--- config.mk ---
export PLATFORM = sky130hd
export DESIGN_NAME = serial_add_ctrl_flat
export DESIGN_NICKNAME = d
export VERILOG_FILES = /design/src/rtl/serial_add_ctrl_if.sv /design/src/rtl/serial_add_ctrl.sv /design/src/flat_wrapper.sv
export SDC_FILE = /design/constraint.sdc
export NUM_CORES = 1
export LEC_CHECK = 0
export ABC_AREA = 1
export CAP_MARGIN = 20
export CORE_UTILIZATION = 51
export DETAILED_ROUTE_END_ITERATION = 10
export GPL_TIMING_DRIVEN = 0
export PLACE_DENSITY = 0.76
export SYNTH_ARGS = -nofsm -noshare
export SYNTH_HDL_FRONTEND = slang
export SYNTH_SLANG_ARGS = --single-unit
--- constraint.sdc ---
create_clock -name clk -period 2.2 [get_ports clk]
set_input_delay 0.33 -clock clk [delete_from_list [all_inputs] [get_ports clk]]
set_output_delay 0.33 -clock clk [all_outputs]
set_load 0.005 [all_outputs]
--- src/rtl/serial_add_ctrl_if.sv ---
// Start/operand request and busy/done/result response bundle
// for the bit-serial adder/subtractor.
interface serial_add_ctrl_if #(
  parameter int WIDTH = 8
);
  logic             start;
  logic [WIDTH-1:0] a;
  logic [WIDTH-1:0] b;
  logic             cin;
  logic             sub;
  logic             busy;
  logic             done;
  logic [WIDTH:0]   sum;
  logic             ovf;

  modport master (
    output start, a, b, cin, sub,
    input  busy, done, sum, ovf
  );

  modport slave (
    input  start, a, b, cin, sub,
    output busy, done, sum, ovf
  );
endinterface

--- src/rtl/serial_add_ctrl.sv ---
// Bit-serial add/subtract: one full-adder cell reused
// over WIDTH cycles, LSB first, with IDLE/RUN/DONE control.
module serial_add_ctrl #(
  parameter int WIDTH = 8
) (
  input logic              clk,
  input logic              rst,
  serial_add_ctrl_if.slave bus
);

  localparam int CW = (WIDTH > 1) ? $clog2(WIDTH) : 1;

  localparam logic [1:0] S_IDLE = 2'd0;
  localparam logic [1:0] S_RUN  = 2'd1;
  localparam logic [1:0] S_DONE = 2'd2;

  localparam logic [CW-1:0] LAST = CW'(WIDTH - 1);

  logic [1:0]       state_q, state_d;
  logic [CW-1:0]    cnt_q, cnt_d;
  logic [WIDTH-1:0] a_q, a_d;
  logic [WIDTH-1:0] b_q, b_d;
  logic             c_q, c_d;
  logic [WIDTH-1:0] res_q, res_d;
  logic [WIDTH:0]   sum_q, sum_d;
  logic             ovf_q, ovf_d;

  logic x, y, s, co;

  always_comb begin
    x  = a_q[cnt_q];
    y  = b_q[cnt_q];
    s  = x ^ y ^ c_q;
    co = (x & y) | (c_q & (x ^ y));
  end

  always_comb begin
    state_d = state_q;
    cnt_d   = cnt_q;
    a_d     = a_q;
    b_d     = b_q;
    c_d     = c_q;
    res_d   = res_q;
    sum_d   = sum_q;
    ovf_d   = ovf_q;

    unique case (state_q)
      S_IDLE, S_DONE: begin
        state_d = S_IDLE;
        if (bus.start) begin
          // subtract folds into add: A + ~B + 1
          a_d     = bus.a;
          b_d     = bus.sub ? ~bus.b : bus.b;
          c_d     = bus.sub | bus.cin;
          cnt_d   = '0;
          res_d   = '0;
          state_d = S_RUN;
        end
      end
      S_RUN: begin
        res_d = {s, res_q[WIDTH-1:1]};
        c_d   = co;
        cnt_d = cnt_q + 1'b1;
        if (cnt_q == LAST) begin
          sum_d   = {co, s, res_q[WIDTH-1:1]};
          ovf_d   = c_q ^ co;
          cnt_d   = '0;
          state_d = S_DONE;
        end
      end
      default: state_d = S_IDLE;
    endcase
  end

  always_ff @(posedge clk) begin
    if (rst) begin
      state_q <= S_IDLE;
      cnt_q   <= '0;
      a_q     <= '0;
      b_q     <= '0;
      c_q     <= 1'b0;
      res_q   <= '0;
      sum_q   <= '0;
      ovf_q   <= 1'b0;
    end else begin
      state_q <= state_d;
      cnt_q   <= cnt_d;
      a_q     <= a_d;
      b_q     <= b_d;
      c_q     <= c_d;
      res_q   <= res_d;
      sum_q   <= sum_d;
      ovf_q   <= ovf_d;
    end
  end

  assign bus.busy = (state_q == S_RUN);
  assign bus.done = (state_q == S_DONE);
  assign bus.sum  = sum_q;
  assign bus.ovf  = ovf_q;

endmodule

--- src/flat_wrapper.sv ---
// flat-port wrapper written by rule: the top's interface ports become plain ports
module serial_add_ctrl_flat 
#(
  parameter int WIDTH = 8
)
  (clk, rst, bus_start, bus_a, bus_b, bus_cin, bus_sub, bus_busy, bus_done, bus_sum, bus_ovf);
  serial_add_ctrl_if #(.WIDTH(WIDTH)) bus_i ();
  input logic clk;
  input logic rst;
  input wire logic [$bits(bus_i.start)-1:0] bus_start;
  input wire logic [$bits(bus_i.a)-1:0] bus_a;
  input wire logic [$bits(bus_i.b)-1:0] bus_b;
  input wire logic [$bits(bus_i.cin)-1:0] bus_cin;
  input wire logic [$bits(bus_i.sub)-1:0] bus_sub;
  output wire logic [$bits(bus_i.busy)-1:0] bus_busy;
  output wire logic [$bits(bus_i.done)-1:0] bus_done;
  output wire logic [$bits(bus_i.sum)-1:0] bus_sum;
  output wire logic [$bits(bus_i.ovf)-1:0] bus_ovf;
  assign bus_i.start = bus_start;
  assign bus_i.a = bus_a;
  assign bus_i.b = bus_b;
  assign bus_i.cin = bus_cin;
  assign bus_i.sub = bus_sub;
  assign bus_busy = bus_i.busy;
  assign bus_done = bus_i.done;
  assign bus_sum = bus_i.sum;
  assign bus_ovf = bus_i.ovf;
  serial_add_ctrl #(.WIDTH(WIDTH)) u_core (.clk(clk), .rst(rst), .bus(bus_i));
endmodule
# Yosys cells after proc, flatten, opt, wreduce, memory -nomap -nowiden
# Index checks and enable logic that the tools add are counted.
[classes]
addsub = 1
n_mul = 0
div_mod_pow = 0
n_lt_le_gt_ge = 1
eq_ne = 5
shifts = 0
n_mux = 15
bitwise = 8
n_reduce_logical = 6
[ops]
columns = ["operator", "count"]
rows = [
  ["two-way mux 8 bit", 2],
  ["case mux 8 bit (2 select lines)", 1],
  ["inverter 8 bit", 1],
  ["binary-select mux 1 bit (select 3 bit)", 2],
  ["two-way mux 3 bit", 2],
  ["case mux 3 bit (2 select lines)", 1],
  ["AND reduction 2 bit", 3],
  ["less-than comparator 3 x 4 -> 1 bit, second input constant", 1],
  ["two-way mux 1 bit", 4],
  ["case mux 2 bit (2 select lines)", 1],
  ["adder 3 x 1 -> 3 bit, second input constant", 1],
  ["equality test 3 bit, second input constant", 1],
  ["bitwise XOR 1 bit", 3],
  ["bitwise AND 1 bit", 2],
  ["equality test 2 x 1 -> 1 bit, second input constant", 1],
  ["equality test 2 bit, second input constant", 1],
  ["logical NOT 2 bit", 1],
  ["two-way mux 2 bit", 1],
  ["inequality test 2 x 1 -> 1 bit, second input constant", 1],
  ["inequality test 2 bit, second input constant", 1],
  ["bitwise OR 1 bit", 2],
  ["case mux 1 bit (2 select lines)", 1],
  ["nonzero test 2 bit", 1],
  ["OR reduction 2 bit", 1],
]
[totals]
reg_bits = 40
latch_bits = 0
ramBits = 0
mem_bits_ro = 0
in_bits = 21
output_inout_bits = 12
wordCells = 44
memories = 0

# Logic depth before layout (Yosys ltp)
# Gate-level depths: netlist of run 1.
[logic_depth]
ltp_word = 6
mapped_depth = 14
mapped_depth_nobuf = 13

# Least setup slack after synthesis of run 1
# No wires, ideal clock.
[synth_timing]
path_type = "register -> register"
from = "register u_core.cnt_q[0]"
to = "register u_core.ovf_q, in the netlist u_core.bus.ovf"
setup_time_ps = 116
t_arrival_ps = 1531
required_time_ps = 2084
setup_slack_ps = 554
stages_incl_launch_ff = 13
n_path_buf = 1
period_less_slack_ps = 1646
path_cell_list = "dfxtp_1 -> buf_2 -> inv_2 -> nand2_1 -> nand3_1 -> nand2_1 -> nand2_1 -> nand2_1 -> fa_1 -> inv_1 -> nand2_1 -> a21oi_1 -> nor2_1"
[synth_via]
elab_chain_len = 6
elab_cells_between_ends = 11
classes_between = "eq/ne (1); mux (4); bitwise (5); reduce/logical (1)"
[synth_lines]
columns = ["element", "line", "text"]
rows = [
  ["start: declaration", "serial_add_ctrl.sv:20", "logic [CW-1:0] cnt_q, cnt_d;"],
  ["start signal: assignment", "serial_add_ctrl.sv:87", "cnt_q <= cnt_d;"],
  ["binary-select mux 1 bit (select 3 bit) (on tied branches)", "serial_add_ctrl.sv:31, serial_add_ctrl.sv:32", ""],
  ["two-way mux 1 bit (on tied branches)", "serial_add_ctrl.sv:31, serial_add_ctrl.sv:32", ""],
  ["bitwise XOR 1 bit", "serial_add_ctrl.sv:34", "co = (x & y) | (c_q & (x ^ y));"],
  ["bitwise AND 1 bit", "serial_add_ctrl.sv:34", ""],
  ["bitwise OR 1 bit (*)", "serial_add_ctrl.sv:34", ""],
  ["via u_core.co", "serial_add_ctrl.sv:28", "logic x, y, s, co;"],
  ["bitwise XOR 1 bit (*)", "serial_add_ctrl.sv:66", "ovf_d = c_q ^ co;"],
  ["end signal: assignment", "serial_add_ctrl.sv:93", "ovf_q <= ovf_d;"],
  ["end: declaration", "serial_add_ctrl.sv:26", "logic ovf_q, ovf_d;"],
]
# The timed path passes the listed nets; every way through them passes the cells marked *. The select of a mux whose other input is x is not followed.
# A chain may end at the register's enable or synchronous reset.

# Worst setup path after layout of run 1
[layout_timing]
from = "register u_core.state_q[0]"
to = "output bus_busy"
[layout_via]
elab_chain_len = 1
[layout_lines]
columns = ["element", "line", "text"]
rows = [
  ["start: declaration", "serial_add_ctrl.sv:19", "logic [1:0] state_q, state_d;"],
  ["start signal: assignment", "serial_add_ctrl.sv:86", "state_q <= state_d;"],
  ["equality test 2 x 1 -> 1 bit", "serial_add_ctrl.sv:97", "assign bus.busy = (state_q == S_RUN);"],
  ["end: declaration", "flat_wrapper.sv:15", "output wire logic [$bits(bus_i.busy)-1:0] bus_busy;"],
]
# No other way between the ends.

==> run_results.csv, run 1 <==
group,metric,value,unit
route,drt_drc_violations_left,0,
clock_network,post_cts_hold_buffer_count,0,
worst_setup_path,worst-r2r-cell-count,12,
clock_network,root_buffer_master,"sky130_fd_sc_hd__clkbuf_4",
worst_setup_path,start_kind,"flop",
logic_synthesis,synthCells,236,
cells_and_area,layout.nets,298,
clock_network,post_cts_resized,0,
worst_setup_path,worstReg2RegStart,"u_core.cnt_q[0]$_SDFFE_PP0P_",
worst_setup_path,worst_r2r_endpoint,"u_core.bus.ovf$_SDFFE_PP0P_",
floorplanning,core_outline_area,3340,um^2
worst_setup_path,required,1870,ps
cells_and_area,layout.cells.most_common,"sky130_fd_sc_hd__nand2_1",
worst_setup_path,maximum_fanout_encountered_on_the_critical_timing_path,10,
power_and_ir_drop,power_per_cell_area,639,nW/um^2
sta,worst-slew-pin-transition,469,ps
route,route.vias.total,1558,
worst_setup_path,setup.worst_path.end,"bus_busy",
global_routing,grt.overflow.total,0,
route,route.detailed.vias_per_inst,4.85,
floorplanning,chipWidth,61.0,um
worst_setup_path,worstPathArrival,1610,ps
global_routing,track_usage,21.5,%
worst_hold_path,timing.hold.worst_path_depth,3,
clock_network,htreeDepth,2,
logic_synthesis,synth.lib_cells_used.distinct,23,
route,drt-pass1-iter-count,4,
run,max-cap-violations,0,
worst_setup_path,critical-path-slowest-cell,"sky130_fd_sc_hd__clkdlybuf4s50_1",
logic_synthesis,synth.ff_latch_count,39,
cells_and_area,area_delta_synth_final,24.6,%
cells_and_area,final_core_utilization,66.3,%
sta,finalMaxSlewViolations,0,
floorplanning,rows,21,
sta,maxClockFrequency,0.515,GHz
route,drt_first_iter_violations,101,
logic_synthesis,synth.yosys.seq_area_share,44.0,%
floorplanning,num_ports,33,
route,route.antenna.remaining_nets,0,
clock_network,cts_buffers,5,
logic_synthesis,synth.cell_area,1770,um^2
sta,totalNegativeSetupSlack,0,ps
cells_and_area,multi_input_area,792,um^2
outcome,run_status,"finished clean",
power_and_ir_drop,vdd.ir_drop.worst,0.456,mV
sta,final_hold_viol_count,0,
place,detailed_place_hpwl,2.54,mm
place,io_buffer_count,31,
clock_network,ctsLongestPathBuffers,2,
logic_synthesis,synthTopCellsByArea,"sky130_fd_sc_hd__dfxtp_1, sky130_fd_sc_hd__nand2_1, sky130_fd_sc_hd__a21oi_1, sky130_fd_sc_hd__nand3_1, sky130_fd_sc_hd__inv_1",
logic_synthesis,synth_top_cell_by_area,"sky130_fd_sc_hd__dfxtp_1",
cells_and_area,sequential_cell_area,781,um^2
worst_setup_path,cp_slowest_stage_delay,500,ps
clock_network,cts.reportedPaths.clkPinSlew,110,ps
worst_setup_path,crit_start,"u_core.state_q[0]$_SDFFE_PP0P_",
cells_and_area,num-fill-cells,297,
route,detail_route.wl_per_cell,11.0,um
sta,post-route-period-util,88.2,%
place,gp_congestion,0.849,
logic_synthesis,synthesis.nets,260,
clock_network,clk_latency,340,ps
worst_setup_path,critical_path.endpoint_type,"output port",
global_routing,antenna_violations_before_repair,0,
floorplanning,dieArea,3720,um^2
global_routing,maximum_number_of_pins_on_one_net_before_global_route_repair,12,
sta,finalSetupViolations,0,
clock_network,cts.sink_count,39,
sta,rsz0062_at_grt,"false",
logic_synthesis,yosys_warnings,0,
worst_setup_path,ff2ff_setup_slack,340,ps
floorplanning,starting_density_of_the_core,53.2,%
worst_setup_path,timing.critical_path.cells,"inv_2 -> nor2_4 -> buf_6 -> clkdlybuf4s50_1",
route,routed_wirelength,3.53,mm
cells_and_area,antennaDiodeCount,0,
sta,worst_slew_margin_rel,68.7,%
global_routing,first_global_vias,1282,
worst_setup_path,critPathKind,"flop to output port",
clock_network,cts.repair_timing.setup_buffer_count,0,
floorplanning,chipHeight,61.0,um
global_routing,wire_length_of_the_first_global_routing_pass,5.78,mm
sta,worst_clock_skew,4.68,ps
power_and_ir_drop,power.leakage,0.000956,uW
logic_synthesis,postSynthAreaPerCell,7.52,um^2
clock_network,cts_tree,"built",
sta,min_period,1940,ps
worst_hold_path,timing.hold.worst.class,"input pin to flop",
cells_and_area,layout.cells.most_common_list,"sky130_fd_sc_hd__nand2_1, sky130_fd_sc_hd__dfxtp_1, sky130_fd_sc_hd__clkdlybuf4s50_1",
logic_synthesis,synth_largest_type_area_fraction,44.0,%
cells_and_area,post_route_cells_drive_above_1_share,10.5,%
[cells in the mapped netlist, drive strengths merged]
master	number
inv	30
nor2	10
ha	2
dfxtp	39
nand2	62
buf	10
xnor2	8
nand3	27
a21oi	27
clkbuf	1
fa	1
o21ai	19
[area by class of cell]
class,count,area share [%]
tap,46,2.60
clock buffer,8,3.11
sequential,39,35.3
timing repair buffer,31,14.0
inverter,30,5.32
multi-input combinational,156,35.8
buffer,11,3.79
[critical path: cells and delay by family, from the launching register on]
kind,cells,cell delay [ps]
buf+inv,3,750
flops,1,400
simple gates,1,130
[registers in the layout (all words and copies together), names as in the netlist]
| signal | count |
|---|---|
| u_core.res_q | 7 |
| u_core.state_q | 2 |
| u_core.bus.sum | 9 |
| u_core.a_q | 8 |
| u_core.b_q | 8 |
| u_core.bus.ovf | 1 |
| u_core.c_q | 1 |
| u_core.cnt_q | 3 |
[routing by layer]
metal | share of wire [%] | up-vias | wire length [um] | track usage (%)
met4 | 1.2 | 0 | 41 | 8.12
met5 | 0 | - | 0 | 0
li1 | - | 828 | - | -
met1 | 49 | 686 | 1740 | 30.2
met2 | 45 | 38 | 1580 | 31.4
met3 | 4.6 | 6 | 163 | 5.97
[kinds of logic (layout without fill, tap and decap cells)]
family	count (synthesis)	in the layout	share of synthesized area, %
AND/OR/NAND/NOR	99	99	24.8
AO/OA/AOI/OAI	46	46	13.4
buffers and inverters	41	80	11.4
flip-flops	39	39	44.0
XOR/XNOR	8	8	3.95
adder cells (fa/ha/maj)	3	3	2.54
[worst min-delay path by stage]
stage                               start                          to  slack (ps)
4_1_cts                           bus_sub  u_core.b_q[4]$_SDFFE_PP0P_         420
6_report                          bus_sub  u_core.b_q[3]$_SDFFE_PP0P_         430
3_3_place_gp   u_core.a_q[7]$_SDFFE_PP0P_  u_core.a_q[7]$_SDFFE_PP0P_         440
2_1_floorplan  u_core.a_q[1]$_SDFFE_PP0P_  u_core.a_q[1]$_SDFFE_PP0P_         430
5_1_grt                           bus_sub  u_core.b_q[2]$_SDFFE_PP0P_         420
3_5_place_dp   u_core.a_q[7]$_SDFFE_PP0P_  u_core.a_q[7]$_SDFFE_PP0P_         440
[power by group]
part / switching [uW] / leakage, uW / internal, uW
sequential: 17.5 / 0.000319 / 740
combinational: 137 / 0.000599 / 113
clock: 217 / 0.0000386 / 188
[metrics by stage]
| stage | instance area [um^2] | total power [uW] | worst slack [ps] | instances | hold WS (ps) |
|---|---|---|---|---|---|
| finish | 2210 | 1410 | 259 | 321 | 428 |
| global route | 2210 | 1500 | 133 | 321 | 421 |
| CTS | 2210 | 1420 | 239 | 321 | 421 |
| detailed placement | 2140 | 1020 | 381 | 313 | 441 |
| global placement | 2140 | 1020 | 372 | 313 | 440 |
| floorplan | 1770 | 941 | 554 | 236 | 429 |
Note: power is estimated with default switching activity, not from simulation.
==> inputs of run 2 (changes only) <==
--- a/config.mk
+++ b/config.mk
@@ -7,6 +7,7 @@
 export LEC_CHECK = 0
 export ABC_AREA = 1
 export CAP_MARGIN = 20
+export CORE_MARGIN = 4
 export CORE_UTILIZATION = 51
 export DETAILED_ROUTE_END_ITERATION = 10
 export GPL_TIMING_DRIVEN = 0
==> run_results.csv, run 2 (synthesized netlist as in run 1, its figures left out) <==
group,metric,value,unit
outcome,run_status,"finished clean",
clock_network,post_cts_hold_buffer_count,0,
global_routing,antenna_violations_before_repair,0,
power_and_ir_drop,power_frac_seq,53.3,%
cells_and_area,area_delta_synth_final,24.6,%
global_routing,grt.overflow.total,0,
worst_setup_path,worst-r2r-cell-count,12,
route,route.detailed.vias_per_inst,4.91,
floorplanning,starting_density_of_the_core,53.2,%
power_and_ir_drop,p_sw,383,uW
global_routing,first_global_vias,1406,
run,max-cap-violations,0,
sta,post-route-period-util,89.3,%
power_and_ir_drop,switching_share,26.9,%
sta,worst_slew_margin_rel,69.4,%
place,gp_congestion,0.762,
worst_setup_path,critical_path.endpoint_type,"output port",
power_and_ir_drop,power.share.combinational,17.6,%
global_routing,wire_length_of_the_first_global_routing_pass,6.14,mm
power_and_ir_drop,p_int,1040,uW
sta,min_period,1960,ps
clock_network,cts_buffers,5,
cells_and_area,number_of_flip_flops_under_the_largest_register_name,9,
cells_and_area,layout.cells.most_common_list,"sky130_fd_sc_hd__nand2_1, sky130_fd_sc_hd__dfxtp_1, sky130_fd_sc_hd__clkdlybuf4s50_1",
power_and_ir_drop,power.leakage,0.000956,uW
route,detail_route.wl_per_cell,11.8,um
sta,worst-slew-pin-transition,458,ps
global_routing,track_usage,18.2,%
power_and_ir_drop,power_per_cell_area,644,nW/um^2
clock_network,post_cts_resized,0,
sta,maxClockFrequency,0.509,GHz
floorplanning,core_outline_area,3340,um^2
cells_and_area,layout.nets,298,
cells_and_area,post_route_cells_drive_above_1_share,10.5,%
floorplanning,num_ports,33,
route,route.antenna.remaining_nets,0,
sta,finalSetupViolations,0,
global_routing,maximum_number_of_pins_on_one_net_before_global_route_repair,12,
worst_setup_path,critPathKind,"flop to output port",
route,routed_wirelength,3.80,mm
place,io_buffer_count,31,
worst_setup_path,ff2ff_setup_slack,350,ps
route,drt_drc_violations_left,0,
worst_hold_path,timing.hold.worst.class,"input pin to flop",
floorplanning,rows,21,
route,drt-pass1-iter-count,4,
worst_setup_path,start_kind,"flop",
route,drt_first_iter_violations,89,
floorplanning,dieArea,4490,um^2
clock_network,clk_latency,340,ps
sta,final_hold_viol_count,0,
floorplanning,chipHeight,67.0,um
worst_setup_path,worst_r2r_endpoint,"u_core.bus.ovf$_SDFFE_PP0P_",
power_and_ir_drop,vdd.ir_drop.worst,0.414,mV
clock_network,ctsLongestPathBuffers,2,
clock_network,htreeDepth,2,
clock_network,root_buffer_master,"sky130_fd_sc_hd__clkbuf_4",
route,route.vias.total,1576,
power_and_ir_drop,clock_power_share,29.1,%
sta,finalMaxSlewViolations,0,
floorplanning,chipWidth,67.0,um
clock_network,cts.repair_timing.setup_buffer_count,0,
worst_setup_path,setup.worst_path.end,"bus_busy",
sta,worst_clock_skew,5.62,ps
cells_and_area,layout.cells.most_common,"sky130_fd_sc_hd__nand2_1",
sta,rsz0062_at_grt,"false",
cells_and_area,antennaDiodeCount,0,
place,detailed_place_hpwl,2.71,mm
worst_setup_path,worstPathArrival,1630,ps
sta,totalNegativeSetupSlack,0,ps
worst_setup_path,maximum_fanout_encountered_on_the_critical_timing_path,10,
worst_setup_path,crit_start,"u_core.state_q[0]$_SDFFE_PP0P_",
clock_network,cts.reportedPaths.clkPinSlew,110,ps
clock_network,cts.sink_count,39,
worst_setup_path,required,1870,ps
sta,fin_hold_ws,427,ps
clock_network,cts_tree,"built",
worst_setup_path,worstReg2RegStart,"u_core.cnt_q[0]$_SDFFE_PP0P_",
run 2: worst max-delay path, cell delays in order (launching register included):
cell and delay, ps:
sky130_fd_sc_hd__dfxtp_1 400, sky130_fd_sc_hd__inv_2 110, sky130_fd_sc_hd__nor2_4 130, sky130_fd_sc_hd__buf_6 150, sky130_fd_sc_hd__clkdlybuf4s50_1 500
run 2: worst min path at each step:
stage,slack [ps],startpoint,endpoint,depth (start not counted)
floorplan,430,u_core.a_q[1]$_SDFFE_PP0P_,u_core.a_q[1]$_SDFFE_PP0P_,2
global placement,440,u_core.a_q[7]$_SDFFE_PP0P_,u_core.a_q[7]$_SDFFE_PP0P_,2
detailed placement,440,u_core.a_q[7]$_SDFFE_PP0P_,u_core.a_q[7]$_SDFFE_PP0P_,2
CTS,430,bus_sub,u_core.b_q[5]$_SDFFE_PP0P_,3
global route,430,bus_sub,u_core.b_q[6]$_SDFFE_PP0P_,3
finish,430,bus_sub,u_core.b_q[1]$_SDFFE_PP0P_,3
run 2: per-stage QoR:
step / setup WS (ps) / total power, uW / utilization, % / instances / area (um^2)
finish: 235 / 1420 / 66.3 / 321 / 2210
global route: 153 / 1490 / 66.3 / 321 / 2210
CTS: 241 / 1430 / 66.3 / 321 / 2210
detailed placement: 358 / 1020 / 64.2 / 313 / 2140
global placement: 385 / 1020 / 64.2 / 313 / 2140
floorplan: 554 / 941 / - / 236 / 1770
run 2: cell type report:
type / count / area, um^2
Clock buffer: 8 / 68.8
Timing Repair Buffer: 31 / 310
Fill cell: 298 / 1130
Sequential cell: 39 / 781
Multi-Input combinational cell: 156 / 792
Inverter: 30 / 118
Buffer: 11 / 83.8
Tap cell: 46 / 57.6
run 2: power groups by stage:
stage | combinational [uW] | sequential (uW) | clock, uW
after global routing | 279 | 762 | 451
after floorplan | 171 | 770 | 0
after CTS | 252 | 758 | 417
after detailed placement | 250 | 774 | 0
final | 251 | 758 | 414
after global placement | 246 | 773 | 0
run 2: per-layer routing:
layer  vias to the layer above  GRT usage, %  wire length (um)  part of all wire (%)
li1                        825             -                 -                     -
met1                       712          22.8              1850                    49
met2                        32          30.0              1720                    45
met3                         7          4.22               184                   4.8
met4                         0          6.84                44                   1.2
met5                         -             0                 0                     0
==> inputs of run 3 (changes only) <==
--- a/config.mk
+++ b/config.mk
@@ -7,8 +7,10 @@
 export LEC_CHECK = 0
 export ABC_AREA = 1
 export CAP_MARGIN = 20
+export CELL_PAD_IN_SITES_DETAIL_PLACEMENT = 0
+export CELL_PAD_IN_SITES_GLOBAL_PLACEMENT = 1
 export CORE_MARGIN = 4
-export CORE_UTILIZATION = 51
+export CORE_UTILIZATION = 37
 export DETAILED_ROUTE_END_ITERATION = 10
 export GPL_TIMING_DRIVEN = 0
 export PLACE_DENSITY = 0.76
==> run_results.csv, run 3 (synthesized netlist as in run 1, its figures left out) <==
group,metric,value,unit
worst_setup_path,critical-path-slowest-cell,"sky130_fd_sc_hd__clkdlybuf4s50_1",
sta,finalMaxSlewViolations,0,
worst_setup_path,worstPathArrival,1570,ps
place,detailed_place.area,2150,um^2
sta,final_hold_viol_count,0,
floorplanning,chipHeight,77.2,um
clock_network,post_cts_hold_buffer_count,0,
power_and_ir_drop,vdd.ir_drop.worst,0.266,mV
global_routing,track_usage,14.3,%
cells_and_area,area_delta_synth_final,25.7,%
floorplanning,starting_density_of_the_core,39.4,%
clock_network,root_buffer_master,"sky130_fd_sc_hd__clkbuf_8",
global_routing,first_global_vias,1395,
cells_and_area,layout.cells.most_common_list,"sky130_fd_sc_hd__nand2_1, sky130_fd_sc_hd__dfxtp_1, sky130_fd_sc_hd__clkdlybuf4s50_1",
global_routing,grt.overflow.total,0,
floorplanning,rows,24,
route,drt-pass1-iter-count,4,
route,route.antenna.remaining_nets,0,
power_and_ir_drop,power.leakage,0.000960,uW
clock_network,cts_buffers,5,
place,detailed_place_hpwl,2.73,mm
place,gp_congestion,0.780,
worst_hold_path,timing.hold.worst_path_depth,2,
route,routed_wirelength,3.82,mm
cells_and_area,final_core_utilization,49.5,%
worst_setup_path,worst_r2r_endpoint,"u_core.bus.ovf$_SDFFE_PP0P_",
route,detail_route.wl_per_cell,11.7,um
worst_setup_path,required,1870,ps
sta,worst_clock_skew,12.9,ps
sta,worst_slew_margin_rel,68.0,%
worst_hold_path,end_of_the_worst_hold_path,"u_core.a_q[6]$_SDFFE_PP0P_",
floorplanning,chipWidth,77.2,um
sta,worst-slew-pin-transition,480,ps
floorplanning,num_ports,33,
route,route.vias.total,1528,
clock_network,cts_tree,"built",
clock_network,cts.repair_timing.setup_buffer_count,0,
cells_and_area,layout.cells.most_common,"sky130_fd_sc_hd__nand2_1",
cells_and_area,antennaDiodeCount,0,
place,io_buffer_count,31,
clock_network,clk_latency,300,ps
sta,rsz0062_at_grt,"false",
floorplanning,core_outline_area,4500,um^2
outcome,run_status,"finished clean",
global_routing,wire_length_of_the_first_global_routing_pass,6.87,mm
cells_and_area,layout.nets,298,
worst_setup_path,critPathKind,"flop to output port",
sta,finalSetupViolations,0,
cells_and_area,final_cell_area,2230,um^2
sta,min_period,1900,ps
worst_setup_path,maximum_fanout_encountered_on_the_critical_timing_path,10,
floorplanning,dieArea,5970,um^2
worst_setup_path,worst-r2r-cell-count,12,
global_routing,antenna_violations_before_repair,0,
clock_network,cts.reportedPaths.clkPinSlew,80,ps
route,route.detailed.vias_per_inst,4.67,
worst_setup_path,ff2ff_setup_slack,310,ps
worst_hold_path,timing.hold.worst.class,"flop to flop",
clock_network,post_cts_resized,0,
worst_setup_path,cp_slowest_stage_delay,500,ps
run,max-cap-violations,0,
sta,maxClockFrequency,0.525,GHz
route,drt_first_iter_violations,77,
worst_setup_path,timing.critical_path.cells,"inv_2 -> nor2_4 -> buf_6 -> clkdlybuf4s50_1",
clock_network,ctsLongestPathBuffers,2,
cells_and_area,post_route_cells_drive_above_1_share,10.2,%
sta,totalNegativeSetupSlack,0,ps
sta,post-route-period-util,86.5,%
worst_setup_path,start_kind,"flop",
worst_setup_path,critical_path.endpoint_type,"output port",
worst_hold_path,hold_path_startpoint,"u_core.a_q[6]$_SDFFE_PP0P_",
power_and_ir_drop,power_per_cell_area,664,nW/um^2
clock_network,htreeDepth,2,
global_routing,maximum_number_of_pins_on_one_net_before_global_route_repair,12,
route,drt_drc_violations_left,0,
worst_setup_path,worstReg2RegStart,"u_core.cnt_q[0]$_SDFFE_PP0P_",
clock_network,cts.sink_count,39,
cells_and_area,number_of_flip_flops_under_the_largest_register_name,9,
run 3: stage by stage:
step / power (uW) / cells / hold slack (ps) / worst slack (ps)
global route: 1570 / 327 / 481 / 110
detailed placement: 1030 / 319 / 443 / 347
finish: 1480 / 327 / 456 / 297
floorplan: 941 / 236 / 429 / 554
CTS: 1500 / 327 / 454 / 276
global placement: 1030 / 319 / 439 / 328
run 3: final cells by class:
type	count	area, um^2
Fill cell	470	2270
Multi-Input combinational cell	156	792
Sequential cell	39	781
Timing Repair Buffer	31	310
Inverter	30	118
Buffer	11	83.8
Clock buffer	7	76.3
Tap cell	52	65.1
Clock inverter	1	5.00
run 3: worst max path at each step:
stage,end,slack [ps],cells after the start,startpoint
4_1_cts,bus_busy,280,4,u_core.state_q[0]$_SDFFE_PP0P_
3_3_place_gp,u_core.bus.ovf$_SDFFE_PP0P_,330,12,u_core.cnt_q[0]$_SDFFE_PP0P_
6_report,bus_busy,300,4,u_core.state_q[0]$_SDFFE_PP0P_
3_5_place_dp,u_core.bus.ovf$_SDFFE_PP0P_,350,12,u_core.cnt_q[0]$_SDFFE_PP0P_
2_1_floorplan,u_core.bus.ovf$_SDFFE_PP0P_,550,12,u_core.cnt_q[0]$_SDFFE_PP0P_
5_1_grt,u_core.bus.ovf$_SDFFE_PP0P_,110,12,u_core.cnt_q[0]$_SDFFE_PP0P_
run 3: metal layers:
| metal | routed length [um] | GRT usage [%] |
|---|---|---|
| met5 | 0 | 0 |
| met2 | 1590 | 19.8 |
| met3 | 221 | 3.86 |
| met4 | 59 | 4.80 |
| met1 | 1940 | 21.0 |
run 3: critical path: cells and delay by family (launching register included):
kind	cells	cell delay (ps)
DFF	1	390
buffers and inverters	3	750
and+or+nand+nor	1	130
run 3: power breakdown:
part           switching (uW)  total (uW)  internal (uW)
Sequential               16.7         757            740
Combinational             136         248            113
Clock                     253         476            223
==> RTL change 1 (settings of run 3) <==
`WIDTH` is set to 8 in 3 places; all go to 16.
--- a/src/rtl/serial_add_ctrl_if.sv
+++ b/src/rtl/serial_add_ctrl_if.sv
@@ -1,7 +1,7 @@
 // Start/operand request and busy/done/result response bundle
 // for the bit-serial adder/subtractor.
 interface serial_add_ctrl_if #(
-  parameter int WIDTH = 8
+  parameter int WIDTH = 16
 );
   logic             start;
   logic [WIDTH-1:0] a;
--- a/src/rtl/serial_add_ctrl.sv
+++ b/src/rtl/serial_add_ctrl.sv
@@ -1,7 +1,7 @@
 // Bit-serial add/subtract: one full-adder cell reused
 // over WIDTH cycles, LSB first, with IDLE/RUN/DONE control.
 module serial_add_ctrl #(
-  parameter int WIDTH = 8
+  parameter int WIDTH = 16
 ) (
   input logic              clk,
   input logic              rst,
--- a/src/flat_wrapper.sv
+++ b/src/flat_wrapper.sv
@@ -1,7 +1,7 @@
 // flat-port wrapper written by rule: the top's interface ports become plain ports
 module serial_add_ctrl_flat 
 #(
-  parameter int WIDTH = 8
+  parameter int WIDTH = 16
 )
   (clk, rst, bus_start, bus_a, bus_b, bus_cin, bus_sub, bus_busy, bus_done, bus_sum, bus_ovf);
   serial_add_ctrl_if #(.WIDTH(WIDTH)) bus_i ();
Ports: changed (resized bus_a, bus_b and bus_sum); port bits go from 33 to 57. No check against the original RTL was run, so the function may have changed too.
==> RTL change 1 against run 3 <==
Cell count is 80% higher. Via count rose by 83%. Design area rose by 79%. Largest cell class is now sequential cells. Hold slack worse by 0.099 ns. Critical endpoint unchanged. Maximum frequency down 5.5%. Wire length grew 93%. Synthesized area rose by 74%. Sequential cell count grew 33. Total power is 100% higher. Worst setup slack worse by 0.11 ns.
==> RTL change 1: results (changes against run 3) <==
Place
The placed wire-length estimate after detailed placement came to 5220 um (+92%). The number of I/O port buffers is 55 (+77%). The worst setup slack after placement is 0.113 ns (-0.234 ns).

The global placement routability congestion is 0.808 (+3.5%).

Run status
The run finished with clean final reports.

Yosys
The compound-gate portion of the synthesized area is 14.9% (+1.5 points). Ranked by instance count, the synthesized netlist is headed by 110 x sky130_fd_sc_hd__nand2_1, 72 x sky130_fd_sc_hd__dfxtp_1, 50 x sky130_fd_sc_hd__a21oi_1. The post-synthesis net count was 452 (+74%). The post-synthesis share of cell area spent on xor and xnor gates is 4.83% (+0.88 points). The unique cell type count in the Yosys netlist is 24 (+4.3%).

Routing
The total wire length is 7360 um (+93%). The via count is 2791 (+83%). The number of DRC violations after detailed-routing iteration 0 is 124 (+61%).

Final layout
The fraction of layout instances using a drive strength above 1 is 8.68% (-1.5 points). The post-layout net count came to 518 (+74%).

GRT
The global-route total usage across every layer came to 15.6% (+1.3 points). The number of global-route vias before repair is 2589 (+86%). The wire length of the first global-routing pass came to 12300 um (+79%). The largest net degree at the start of global routing is 14 (+2).

STA
The worst setup skew after layout is 0.00697 ns (-0.00595 ns). The worst hold slack across all endpoints is 0.358 ns (-0.0986 ns). The slew of the pin with the lowest slew margin is 0.485 ns (+0.00554 ns).

Hold path
The number of stages on the worst hold path was 3 (+1). The worst min-delay path category is input port to register. The startpoint of the lowest-slack hold path is bus_sub. The sink of the worst hold path is u_core.b_q[14].

Critical path
The worst setup slack for register-to-register paths is 0.22 ns (-0.09 ns). The delay contributed by the slowest stage of the critical path was 0.54 ns (+0.04 ns).

Power
The worst-case vdd ir drop was 0.332 mV (+25%). The switching power is 750 uW (+85%).

CTS
The TritonCTS buffer count was 9 (+4). The deepest level of the CTS H-tree is 3 (+1).
RTL change 1: power by group through the flow:
stage	sequential (uW)	clock [uW]	combinational, uW
3_3_place_gp	1420	0	384
3_5_place_dp	1420	0	388
6_report	1390	1180	387
4_1_cts	1390	1210	390
5_1_grt	1400	1270	438
2_1_floorplan	1410	0	248
RTL change 1: logic make-up (layout without fill, tap and decap cells):
| logic type | count (synthesis) | after routing |
|---|---|---|
| simple gates | 166 | 166 |
| compound gates | 91 | 91 |
| flops | 72 | 72 |
| buf+inv | 65 | 136 |
| xor+xnor | 17 | 17 |
| fa+ha+maj | 2 | 2 |
RTL change 1: how the worst max path moves through the flow:
stage / slack [ns] / cells after the start / to
6_report: 0.19 / 4 / bus_busy
5_1_grt: 0.02 / 9 / u_core.bus.ovf
4_1_cts: 0.09 / 10 / u_core.bus.ovf
3_5_place_dp: 0.11 / 10 / u_core.bus.ovf
3_3_place_gp: 0.11 / 10 / u_core.bus.ovf
2_1_floorplan: 0.45 / 10 / u_core.bus.ovf
RTL change 1: area by class of cell:
cell class                 instances  area (um^2)
timing repair buffer              55          551
fill                             872         4180
clock inverter                     6         92.6
tap                              105          131
buffer                            26          150
multi-input combinational        276         1340
inverter                          39          148
sequential                        72         1440
clock buffer                      10          138
RTL change 1: per-layer routing:
layer | global-route usage, % | part of all wire [%] | wire [um]
met5 | 0 | 0 | 0
met4 | 5.67 | 1.2 | 92
met3 | 3.58 | 5.1 | 378
met2 | 24.1 | 45 | 3320
met1 | 21.2 | 49 | 3580
RTL change 1: stage by stage:
step | util [%] | cell area (um^2) | power, uW | std cells
6_report | 48.9 | 4000 | 2960 | 589
3_5_place_dp | 46.0 | 3760 | 1810 | 573
5_1_grt | 48.9 | 4000 | 3100 | 589
3_3_place_gp | 46.0 | 3760 | 1800 | 573
4_1_cts | 48.8 | 3990 | 2990 | 589
2_1_floorplan | - | 3080 | 1660 | 413
RTL change 1: worst reg2reg max path, cell delays in order (launching register included):
cell	delay, ns
sky130_fd_sc_hd__dfxtp_1	0.38
sky130_fd_sc_hd__buf_2	0.27
sky130_fd_sc_hd__nand2_1	0.09
sky130_fd_sc_hd__nand3_1	0.09
sky130_fd_sc_hd__nand3_1	0.09
sky130_fd_sc_hd__nand3_1	0.07
sky130_fd_sc_hd__nand2_1	0.10
sky130_fd_sc_hd__fa_1	0.46
sky130_fd_sc_hd__xnor2_1	0.15
sky130_fd_sc_hd__a211oi_1	0.19
==> RTL change 2 (settings of run 3) <==
Made on the original files. Make the reset (`rst`) asynchronous in one clocked block.
--- a/src/rtl/serial_add_ctrl.sv
+++ b/src/rtl/serial_add_ctrl.sv
@@ -72,7 +72,7 @@
     endcase
   end
 
-  always_ff @(posedge clk) begin
+  always_ff @(posedge clk or posedge rst) begin
     if (rst) begin
       state_q <= S_IDLE;
       cnt_q   <= '0;
Function: differs if rst is asserted again (counterexample within 4 cycles, from zero or initial values and one cycle with rst high); with rst held inactive, the same outputs for 10 cycles.
==> RTL change 2 against run 3 <==
Wire length fell by 14%. Core utilization increased by 0.33 points. Worst setup slack improved by 0.025 ns. Sequential cell count stayed put. Sequential share of layout area increased by 5.9 points. First-iteration DRC count shrank 40%. Synthesized cell count fell by 14%. Via count fell by 12%. Synthesized area grew 4.8%. Design area is 7.0% higher.
Power is not compared: it rests on default switching activity, and its combinational part moved more than twofold at a synthesized area within 25%.
==> RTL change 2: results (changes against run 3) <==
GRT
The met1 capacity usage during global routing was 14.7% (-6.3 points). The number of global-route vias before repair is 1314 (-5.8%). The wire length of the first global-routing pass came to 5860 um (-15%). The global-route total usage across every layer is 11.9% (-2.4 points). The largest net degree at the start of global routing came to 40 (+28). The routing usage on met3 was 3.40% (-0.46 points).

Routing
The met2 wirelength from detailed routing is 1560 um (-2.3%). The detailed-routing wirelength on met1 is 1520 um (-22%). The routed wire length on met3 is 156 um (-29%). The number of DRC violations after detailed-routing iteration 0 was 46 (-40%).

Yosys
The compound-gate portion of the synthesized area is 13.6% (+0.19 points). The post-synthesis net count is 226 (-13%). The async set or reset register ratio after synthesis is 100% (+100 points). The share of synthesized area occupied by flip-flops and latches came to 52.5% (+8.5 points). Among all flip-flop cells after synthesis, the most frequent one is sky130_fd_sc_hd__dfrtp_1. Sorting the synthesized cells by area gives the leading types as sky130_fd_sc_hd__dfrtp_1 52%, sky130_fd_sc_hd__nand2_1 12%, sky130_fd_sc_hd__o21ai_2 8.0%, sky130_fd_sc_hd__inv_1 6.7%, sky130_fd_sc_hd__xnor2_1 4.2%. The post-synthesis share of cell area spent on xor and xnor gates came to 4.24% (+0.29 points). By count the netlist is led by 61 x sky130_fd_sc_hd__nand2_1, 39 x sky130_fd_sc_hd__dfrtp_1, 33 x sky130_fd_sc_hd__inv_1.

Final layout
The post-layout net count came to 264 (-11%). The fraction of layout instances using a drive strength above 1 is 14.9% (+4.8 points).

STA
The worst setup skew after layout came to 0.00532 ns (-0.00760 ns). The tightest slew margin relative to the limit is 47.4% (-21 points).

Place
The global placement routability congestion is 0.767 (-1.8%). The placed wire-length estimate after detailed placement is 2400 um (-12%). The worst setup slack after placement is 0.379 ns (+0.0327 ns).

Run status
The flow ran to the end, and the final reports show no timing, DRC or antenna violations.
==> RTL change 2: per-stage QoR <==
| stage | instance area [um^2] | total power [uW] | instances | util [%] |
|---|---|---|---|---|
| 2_1_floorplan | 1860 | 2280 | 202 | - |
| 3_3_place_gp | 2250 | 2720 | 300 | 47.1 |
| 3_5_place_dp | 2250 | 2760 | 300 | 47.1 |
| 4_1_cts | 2390 | 3470 | 308 | 49.9 |
| 5_1_grt | 2390 | 3730 | 308 | 49.9 |
| 6_report | 2390 | 3410 | 308 | 49.9 |
==> RTL change 2: area by class of cell <==
cell class | instances | area (um^2)
inverters | 35 | 134
well taps | 67 | 83.8
flip-flops and latches | 39 | 976
clock inverters | 2 | 60.1
multi-input cells | 123 | 703
fillers | 475 | 2400
repair buffers | 31 | 310
clock buffers | 6 | 72.6
plain buffers | 5 | 46.3
==> RTL change 2: power by group <==
part | leakage, uW | internal (uW) | total (uW) | switching [uW]
registers | 0.000487 | 1050 | 1210 | 158
logic | 0.000604 | 676 | 1510 | 831
clock network | 0.0000654 | 453 | 695 | 242
total | 0.00116 | 2180 | 3410 | 1230
==> RTL change 2: path summary, 6_finish.rpt <==
| path | from | endpoint | slack (ns) | cells past startpoint |
|---|---|---|---|---|
| worst max register to register | u_core.cnt_q[0] | u_core.bus.ovf | 0.37 | 9 |
| worst max-delay path | u_core.state_q[1] | bus_busy | 0.32 | 4 |
| worst min-delay path | u_core.bus.sum[3] | u_core.bus.sum[3] | 0.48 | 2 |
| max in group asynchronous | rst | u_core.bus.sum[8] | 1.19 | 2 |
| min in group asynchronous | rst | u_core.bus.sum[0] | 0.51 | 2 |
| worst min register to register | u_core.bus.sum[3] | u_core.bus.sum[3] | 0.48 | 2 |
